File: src/rtl/counter_sched.sv
// Shared CW-bit down-counter arbitrated between NREQ requesters (round-robin by default).
// Define COUNTER_SCHED_FIXED_PRI_EN for fixed priority (lowest index wins, no rr pointer).
module counter_sched #(
  parameter int NREQ = 4,
  parameter int CW   = 4
) (
  input  logic                 clock,
  input  logic                 reset,
  input  logic [NREQ-1:0]      req,
  input  logic [NREQ*CW-1:0]   req_count,
  input  logic                 tick,
  output logic [NREQ-1:0]      grant,
  output logic [NREQ-1:0]      done,
  output logic                 busy,
  output logic [CW-1:0]        cur_count
);

  // Handshake: req[i] is a level held until done[i] pulses for one cycle while
  // grant[i] is high; dropping req[i] before that aborts the wait with no done.
  localparam int IW = (NREQ > 1) ? $clog2(NREQ) : 1;

  typedef enum logic [1:0] {
    S_IDLE,
    S_LOAD,
    S_COUNT,
    S_DONE
  } state_t;

  state_t          state;
  state_t          state_nxt;
  logic [IW-1:0]   idx;
  logic [IW-1:0]   idx_nxt;
  logic [IW-1:0]   sel;
  logic [CW-1:0]   count;
  logic [CW-1:0]   count_nxt;
  logic [NREQ-1:0] owner;
  logic            any_req;

  assign any_req = |req;

`ifdef COUNTER_SCHED_FIXED_PRI_EN
  always_comb begin
    sel = '0;
    for (int k = NREQ - 1; k >= 0; k--) begin
      if (req[k]) sel = IW'(k);
    end
  end
`else
  logic [IW-1:0] ptr;
  logic [IW-1:0] ptr_nxt;
  logic [IW-1:0] idx_inc;

  assign idx_inc = (idx == IW'(NREQ - 1)) ? '0 : idx + IW'(1);

  // Scan downward so the last hit is the requester closest to ptr.
  always_comb begin
    int j;
    j   = 0;
    sel = '0;
    for (int k = NREQ - 1; k >= 0; k--) begin
      j = int'(ptr) + k;
      if (j >= NREQ) j = j - NREQ;
      if (req[j[IW-1:0]]) sel = j[IW-1:0];
    end
  end
`endif

  always_comb begin
    state_nxt = state;
    idx_nxt   = idx;
    count_nxt = count;
`ifndef COUNTER_SCHED_FIXED_PRI_EN
    ptr_nxt   = ptr;
`endif
    unique case (state)
      S_IDLE: begin
        if (any_req) begin
          idx_nxt   = sel;
          state_nxt = S_LOAD;
        end
      end
      S_LOAD: begin
        if (!req[idx]) begin
          state_nxt = S_IDLE;
          count_nxt = '0;
`ifndef COUNTER_SCHED_FIXED_PRI_EN
          ptr_nxt   = idx_inc;
`endif
        end else begin
          count_nxt = req_count[idx*CW +: CW];
          state_nxt = S_COUNT;
        end
      end
      S_COUNT: begin
        if (!req[idx]) begin
          state_nxt = S_IDLE;
          count_nxt = '0;
`ifndef COUNTER_SCHED_FIXED_PRI_EN
          ptr_nxt   = idx_inc;
`endif
        end else if (count == '0) begin
          state_nxt = S_DONE;
        end else if (tick) begin
          count_nxt = count - CW'(1);
        end
      end
      S_DONE: begin
        state_nxt = S_IDLE;
`ifndef COUNTER_SCHED_FIXED_PRI_EN
        ptr_nxt   = idx_inc;
`endif
      end
      default: state_nxt = S_IDLE;
    endcase
  end

  always_ff @(posedge clock or posedge reset) begin
    if (reset) begin
      state <= S_IDLE;
      idx   <= '0;
      count <= '0;
`ifndef COUNTER_SCHED_FIXED_PRI_EN
      ptr   <= '0;
`endif
    end else begin
      state <= state_nxt;
      idx   <= idx_nxt;
      count <= count_nxt;
`ifndef COUNTER_SCHED_FIXED_PRI_EN
      ptr   <= ptr_nxt;
`endif
    end
  end

  // Outputs decode straight from state so async reset clears them at once.
  assign owner     = NREQ'(1) << idx;
  assign grant     = (state != S_IDLE) ? owner : '0;
  assign done      = (state == S_DONE) ? owner : '0;
  assign busy      = (state != S_IDLE);
  assign cur_count = count;

endmodule
File: config.mk
export PLATFORM = sky130hd
export DESIGN_NAME = counter_sched
export DESIGN_NICKNAME = d
export VERILOG_FILES = /design/src/rtl/counter_sched.sv
export SDC_FILE = /design/constraint.sdc
export NUM_CORES = 1
export LEC_CHECK = 0
export ABC_CLOCK_PERIOD_IN_PS = 4580
export CORE_MARGIN = 2
export CORE_UTILIZATION = 48
export CTS_BUF_LIST = sky130_fd_sc_hd__clkbuf_8 sky130_fd_sc_hd__clkbuf_16
export DETAILED_ROUTE_END_ITERATION = 6
export HOLD_SLACK_MARGIN = 0.06
export PLACE_DENSITY = 0.88
export SYNTH_ARGS = -nofsm -noshare
export SYNTH_HDL_FRONTEND = slang
export SYNTH_SLANG_ARGS = --single-unit
File: constraint.sdc
create_clock -name clock -period 4.58 [get_ports clock]
set_clock_uncertainty 0.1 [all_clocks]
set_input_delay 0.458 -clock clock [delete_from_list [all_inputs] [get_ports clock]]
set_output_delay 0.458 -clock clock [all_outputs]
set_load 0.02 [all_outputs]
==> results of run 1 <==
## cells in the final DEF, fill, tap and decap left out, drive strengths merged, types with 2 or more instances in the layout
cell,n
clkdlybuf4s50,35
inv,10
ha,10
dfrtp,10
nand2,8
mux2,8
nor2b,7
nor2,6
and2,5
nand2b,4
o21ai,4
a21oi,4
clkbuf,3
mux4,3
o22ai,2
nor3,2
nand4,2
a41oi,2
a32oi,2
a32o,2
## cells by family after synthesis
group,after synthesis,share of synthesized area
AND/OR/NAND/NOR,37,0.2020
multiplexers,12,0.1730
adder cells (fa/ha/maj),10,0.1263
flip-flops,10,0.2525
buffers and inverters,14,0.06692
AO/OA/AOI/OAI,23,0.1793
## stage by stage
step                      cells  total power [mW]
after floorplan             106            0.5828
after global placement      164            0.7234
after detailed placement    164            0.7475
after CTS                   167            0.8449
after global routing        167            0.9054
final                       167            0.8428
## power breakdown
group	internal (mW)	switching, mW
logic	0.275	0.272
clock network	0.0577	0.0363
registers	0.131	0.0710
## worst min-delay path by stage
stage / end / cells past startpoint / startpoint / slack, ps
floorplan: cur_count[0] / 1 / reset / 200
global placement: cur_count[1] / 1 / cur_count[1] / 450
detailed placement: cur_count[0] / 1 / cur_count[0] / 460
CTS: state[1] / 2 / reset / 410
global route: state[1] / 2 / reset / 450
finish: state[1] / 2 / reset / 390
## registers in the layout, summed over array words and instances (netlist names)
register / flops
cur_count: 4
idx: 2
ptr: 2
state: 2
## worst max-delay path: stages (launching register included)
cell	delay [ps]
dfrtp_1	710
inv_1	140
ha_1	240
nor2b_1	130
clkdlybuf4s50_1	550
## final cells by class
type	count	area (um2)
clock buffers	3	41.29
fillers	154	574.3
inverters	10	37.54
multi-input cells	82	674.4
flip-flops and latches	10	250.2
well taps	27	33.78
repair buffers	35	350.3
## routing by layer
| layer | up-vias | share of wire |
|---|---|---|
| met5 | - | 0 |
| met4 | 0 | 0.035 |
| met3 | 9 | 0.042 |
| met2 | 33 | 0.50 |
| met1 | 432 | 0.43 |
| li1 | 453 | - |
==> flow_summary.ini, run 1 <==
[status]
outcome = finished clean

[detailed_routing]
antenna_left = 0
wl_per_cell_um = 14.92
vias = 927
via_per_inst = 5.551
drtIter0Drc = 12
drtPass1Iterations = 4
drcViolationCount = 0
drt_wl_total_um = 2491

[worst_setup_path]
crit_type = register to output port
path_max_fanout = 14
r2r-end = ptr[1]
crit_path_start_kind = register
crit_path_end_kind = output port
arrival_ps = 2010
r2r_start = idx[0]
ff2ff_setup_slack_ps = 2410
critPathRequiredTime_ps = 4020
r2r_cells = 3
endpoint = grant[2]
crit_start = idx[0]

[synthesis]
ys_types = 38
ys_seq_elements = 10
ys.warnings.count = 0
synth_area_leader_cell = dfrtp_1
synthArstFlopShare = 1.000
syn_inst = 106
syn_avg_cell_area_um2 = 9.349
synth_common_cells = dfrtp_1, ha_1, inv_1
synthFlopType = dfrtp_1
synth_fp_nets = 139
ys_seq_area_frac = 0.2525
netlist.area_leader.share = 0.2525
syn_area_um2 = 991.0
synth.area.top_cells = dfrtp_1, ha_1, mux2_2
synth_edf_count = 0

[global_route]
grt_pass1_vias = 872
grt_antenna_before_repair = 0
grt-ovfl-total = 0
grt_max_degree = 15
grt_first_pass_wirelength_um = 4015
track_usage = 0.2205
grt-busiest-layer = met2
grtUsageMet1 = 0.2562
met3_usage = 0.04908
met2_usage = 0.3671

[final_layout]
stdcell_area_um2 = 1388
area_delta_synth_final_pct = 40.03
antenna_cells = 0
drive_gt1_frac = 0.1071
nets = 175
final_util = 0.7073

[timing]
slew_headroom = 0.6075
maxSlewViolCount = 0
rsz0062_at_grt = no
worst_pin_slew_ps = 588.7
setup_viol = 0
whs_ps = 392.3
period_share = 0.5605
setup_tns_ps = 0
finalCriticalPeriod_ps = 2567
fin_ws_ps = 2013
hold_violations = 0
fmax_mhz = 389.5

[clocking]
cts.sinks = 10
htree_levels = 1
numCtsBuffers = 3
cts_max_path_buffers = 2
cts_tree = built
holdBufCountCts = 0
cts_root_buf = clkbuf_8
postCtsResizedCells = 0
cts.clk_slew.worst_paths_ps = 50
insertion_delay_ps = 240
post_cts_buffers = 0

[floorplanning]
core_um2 = 1962
initial_utilization = 0.5051
fp.dieH_um = 49.44
die_w_um = 49.44
num_rows = 16
io_pins = 36
die_area_um2 = 2444

[placed_design]
pre_cts_ws_ps = 2212
gp_congestion = 0.9292
portBuffers = 35
dp_hpwl_um = 1942
dpl_cell_area_um2 = 1346

[power_and_ir_drop]
ir_drop_mv = 0.3977
p_leak_nw = 0.5771
p_per_area_nw_per_um2 = 607.4

[min_path]
hold_path.class = input port to asynchronous set/reset pin

[flow_run]
cap_violations = 0
(Power assumes the default switching activity.)
==> run 2: changes to the inputs <==
==> config.mk (replaced) <==
export PLATFORM = sky130hd
export DESIGN_NAME = counter_sched
export DESIGN_NICKNAME = d
export VERILOG_FILES = /design/src/rtl/counter_sched.sv
export SDC_FILE = /design/constraint.sdc
export NUM_CORES = 1
export LEC_CHECK = 0
export ABC_CLOCK_PERIOD_IN_PS = 2540
export CORE_MARGIN = 2
export CORE_UTILIZATION = 44
export CTS_BUF_LIST = sky130_fd_sc_hd__clkbuf_8 sky130_fd_sc_hd__clkbuf_16
export DETAILED_ROUTE_END_ITERATION = 6
export HOLD_SLACK_MARGIN = 0.06
export PLACE_DENSITY = 0.82
export SYNTH_ARGS = -nofsm -noshare
export SYNTH_HDL_FRONTEND = slang
export SYNTH_SLANG_ARGS = --single-unit
==> constraint.sdc (replaced) <==
create_clock -name clock -period 2.54 [get_ports clock]
set_clock_uncertainty 0.1 [all_clocks]
set_input_delay 0.254 -clock clock [delete_from_list [all_inputs] [get_ports clock]]
set_output_delay 0.254 -clock clock [all_outputs]
set_load 0.02 [all_outputs]
==> flow_summary.ini, run 2 (synthesis results as in run 1) <==
[global_route]
grt_max_degree = 11
grt_first_pass_wirelength_um = 4050
grt-ovfl-total = 0
grt_antenna_before_repair = 0
grt_pass1_vias = 901
track_usage = 0.2095

[detailed_routing]
drt_wl_total_um = 2421
antenna_left = 0
drcViolationCount = 0
via_per_inst = 5.426
wl_per_cell_um = 14.33
drtIter0Drc = 5
drtPass1Iterations = 4
vias = 917

[clocking]
postCtsResizedCells = 0
htree_levels = 1
cts_max_path_buffers = 2
cts_root_buf = clkbuf_8
cts.clk_slew.worst_paths_ps = 50
numCtsBuffers = 3
cts_tree = built
insertion_delay_ps = 240
holdBufCountCts = 0
post_cts_buffers = 0
cts.sinks = 10

[final_layout]
stdcell_area_um2 = 1396
largest_reg_flops = 4
drive_gt1_frac = 0.1135
nets = 176
mostFrequentLayoutCells = clkdlybuf4s50_1, inv_1, ha_1, dfrtp_1
fillers = 197
antenna_cells = 0
area_delta_synth_final_pct = 40.91
mostFrequentLayoutCell = clkdlybuf4s50_1

[floorplanning]
initial_utilization = 0.4567
fp.dieH_um = 51.46
io_pins = 36
die_w_um = 51.46
num_rows = 17
die_area_um2 = 2648
core_um2 = 2170

[power_and_ir_drop]
p_leak_nw = 0.5821
ir_drop_mv = 0.6774
pwr-share-comb = 0.657
swShare = 0.4439
internal_power_mw = 0.8432
total_power_mw = 1.516
p_clk_frac = 0.110
seqPwrFrac = 0.234
p_per_area_nw_per_um2 = 1086
power.switching_mw = 0.6731

[timing]
finalCriticalPeriod_ps = 2206
fmax_mhz = 453.3
maxSlewViolCount = 0
rsz0062_at_grt = no
setup_tns_ps = 0
period_share = 0.8685
setup_viol = 0
hold_violations = 0
slew_headroom = 0.7076
worst_pin_slew_ps = 434.7
whs_ps = 197.1

[placed_design]
portBuffers = 35
dpl_cell_area_um2 = 1355
dp_hpwl_um = 1964
gp_congestion = 0.7962

[worst_setup_path]
r2r_cells = 3
crit_path_end_kind = output port
r2r_start = idx[0]
critPathRequiredTime_ps = 2190
arrival_ps = 1850
r2r-end = ptr[1]
path_max_fanout = 10
crit_type = register to output port
ff2ff_setup_slack_ps = 500
crit_path_start_kind = register

[flow_run]
cap_violations = 0

[status]
outcome = finished clean

[min_path]
hold_path.class = input port to asynchronous set/reset pin
## run 2: how the worst max path moves through the flow
stage | to | depth (start not counted) | startpoint
after global routing | done[2] | 4 | idx[0]
after CTS | done[2] | 4 | idx[0]
after floorplan | ptr[1] | 3 | idx[0]
after detailed placement | ptr[1] | 4 | req[0]
final | done[2] | 4 | idx[0]
after global placement | ptr[1] | 4 | req[0]
## run 2: layout make-up
cell class / count / area (um2) / area share
Tap cell: 28 / 35.03 / 0.02509
Timing Repair Buffer: 36 / 357.8 / 0.2563
Sequential cell: 10 / 250.2 / 0.1792
Multi-Input combinational cell: 82 / 674.4 / 0.4830
Clock buffer: 3 / 41.29 / 0.02957
Inverter: 10 / 37.54 / 0.02688
## run 2: worst max-delay path, cell delays in order, from the launching register on
cell,delay [ps]
dfrtp_1,580
inv_1,120
ha_1,220
and2_1,140
clkdlybuf4s50_1,550
## run 2: power by group through the flow
stage	logic [mW]	clock network [mW]	registers [mW]
after floorplan	0.715	0	0.336
after global placement	0.968	0	0.352
after detailed placement	0.999	0	0.357
after CTS	1.00	0.169	0.356
after global routing	1.09	0.178	0.376
final	0.996	0.166	0.355
## run 2: routing by layer
metal | wire, um | vias up | GRT usage | part of all wire
met1 | 1021 | 432 | 0.2464 | 0.42
li1 | - | 456 | - | -
met5 | 0 | - | 0 | 0
met3 | 113 | 4 | 0.06725 | 0.047
met2 | 1263 | 25 | 0.3590 | 0.52
met4 | 22 | 0 | 0.06579 | 0.0091
## run 2: through the flow
step | utilization | worst slack, ps | cells
CTS | 0.6436 | 313.8 | 169
floorplan | - | 769.9 | 106
global placement | 0.6246 | 440.3 | 166
finish | 0.6436 | 334.1 | 169
global route | 0.6436 | 198.3 | 169
detailed placement | 0.6246 | 386.2 | 166
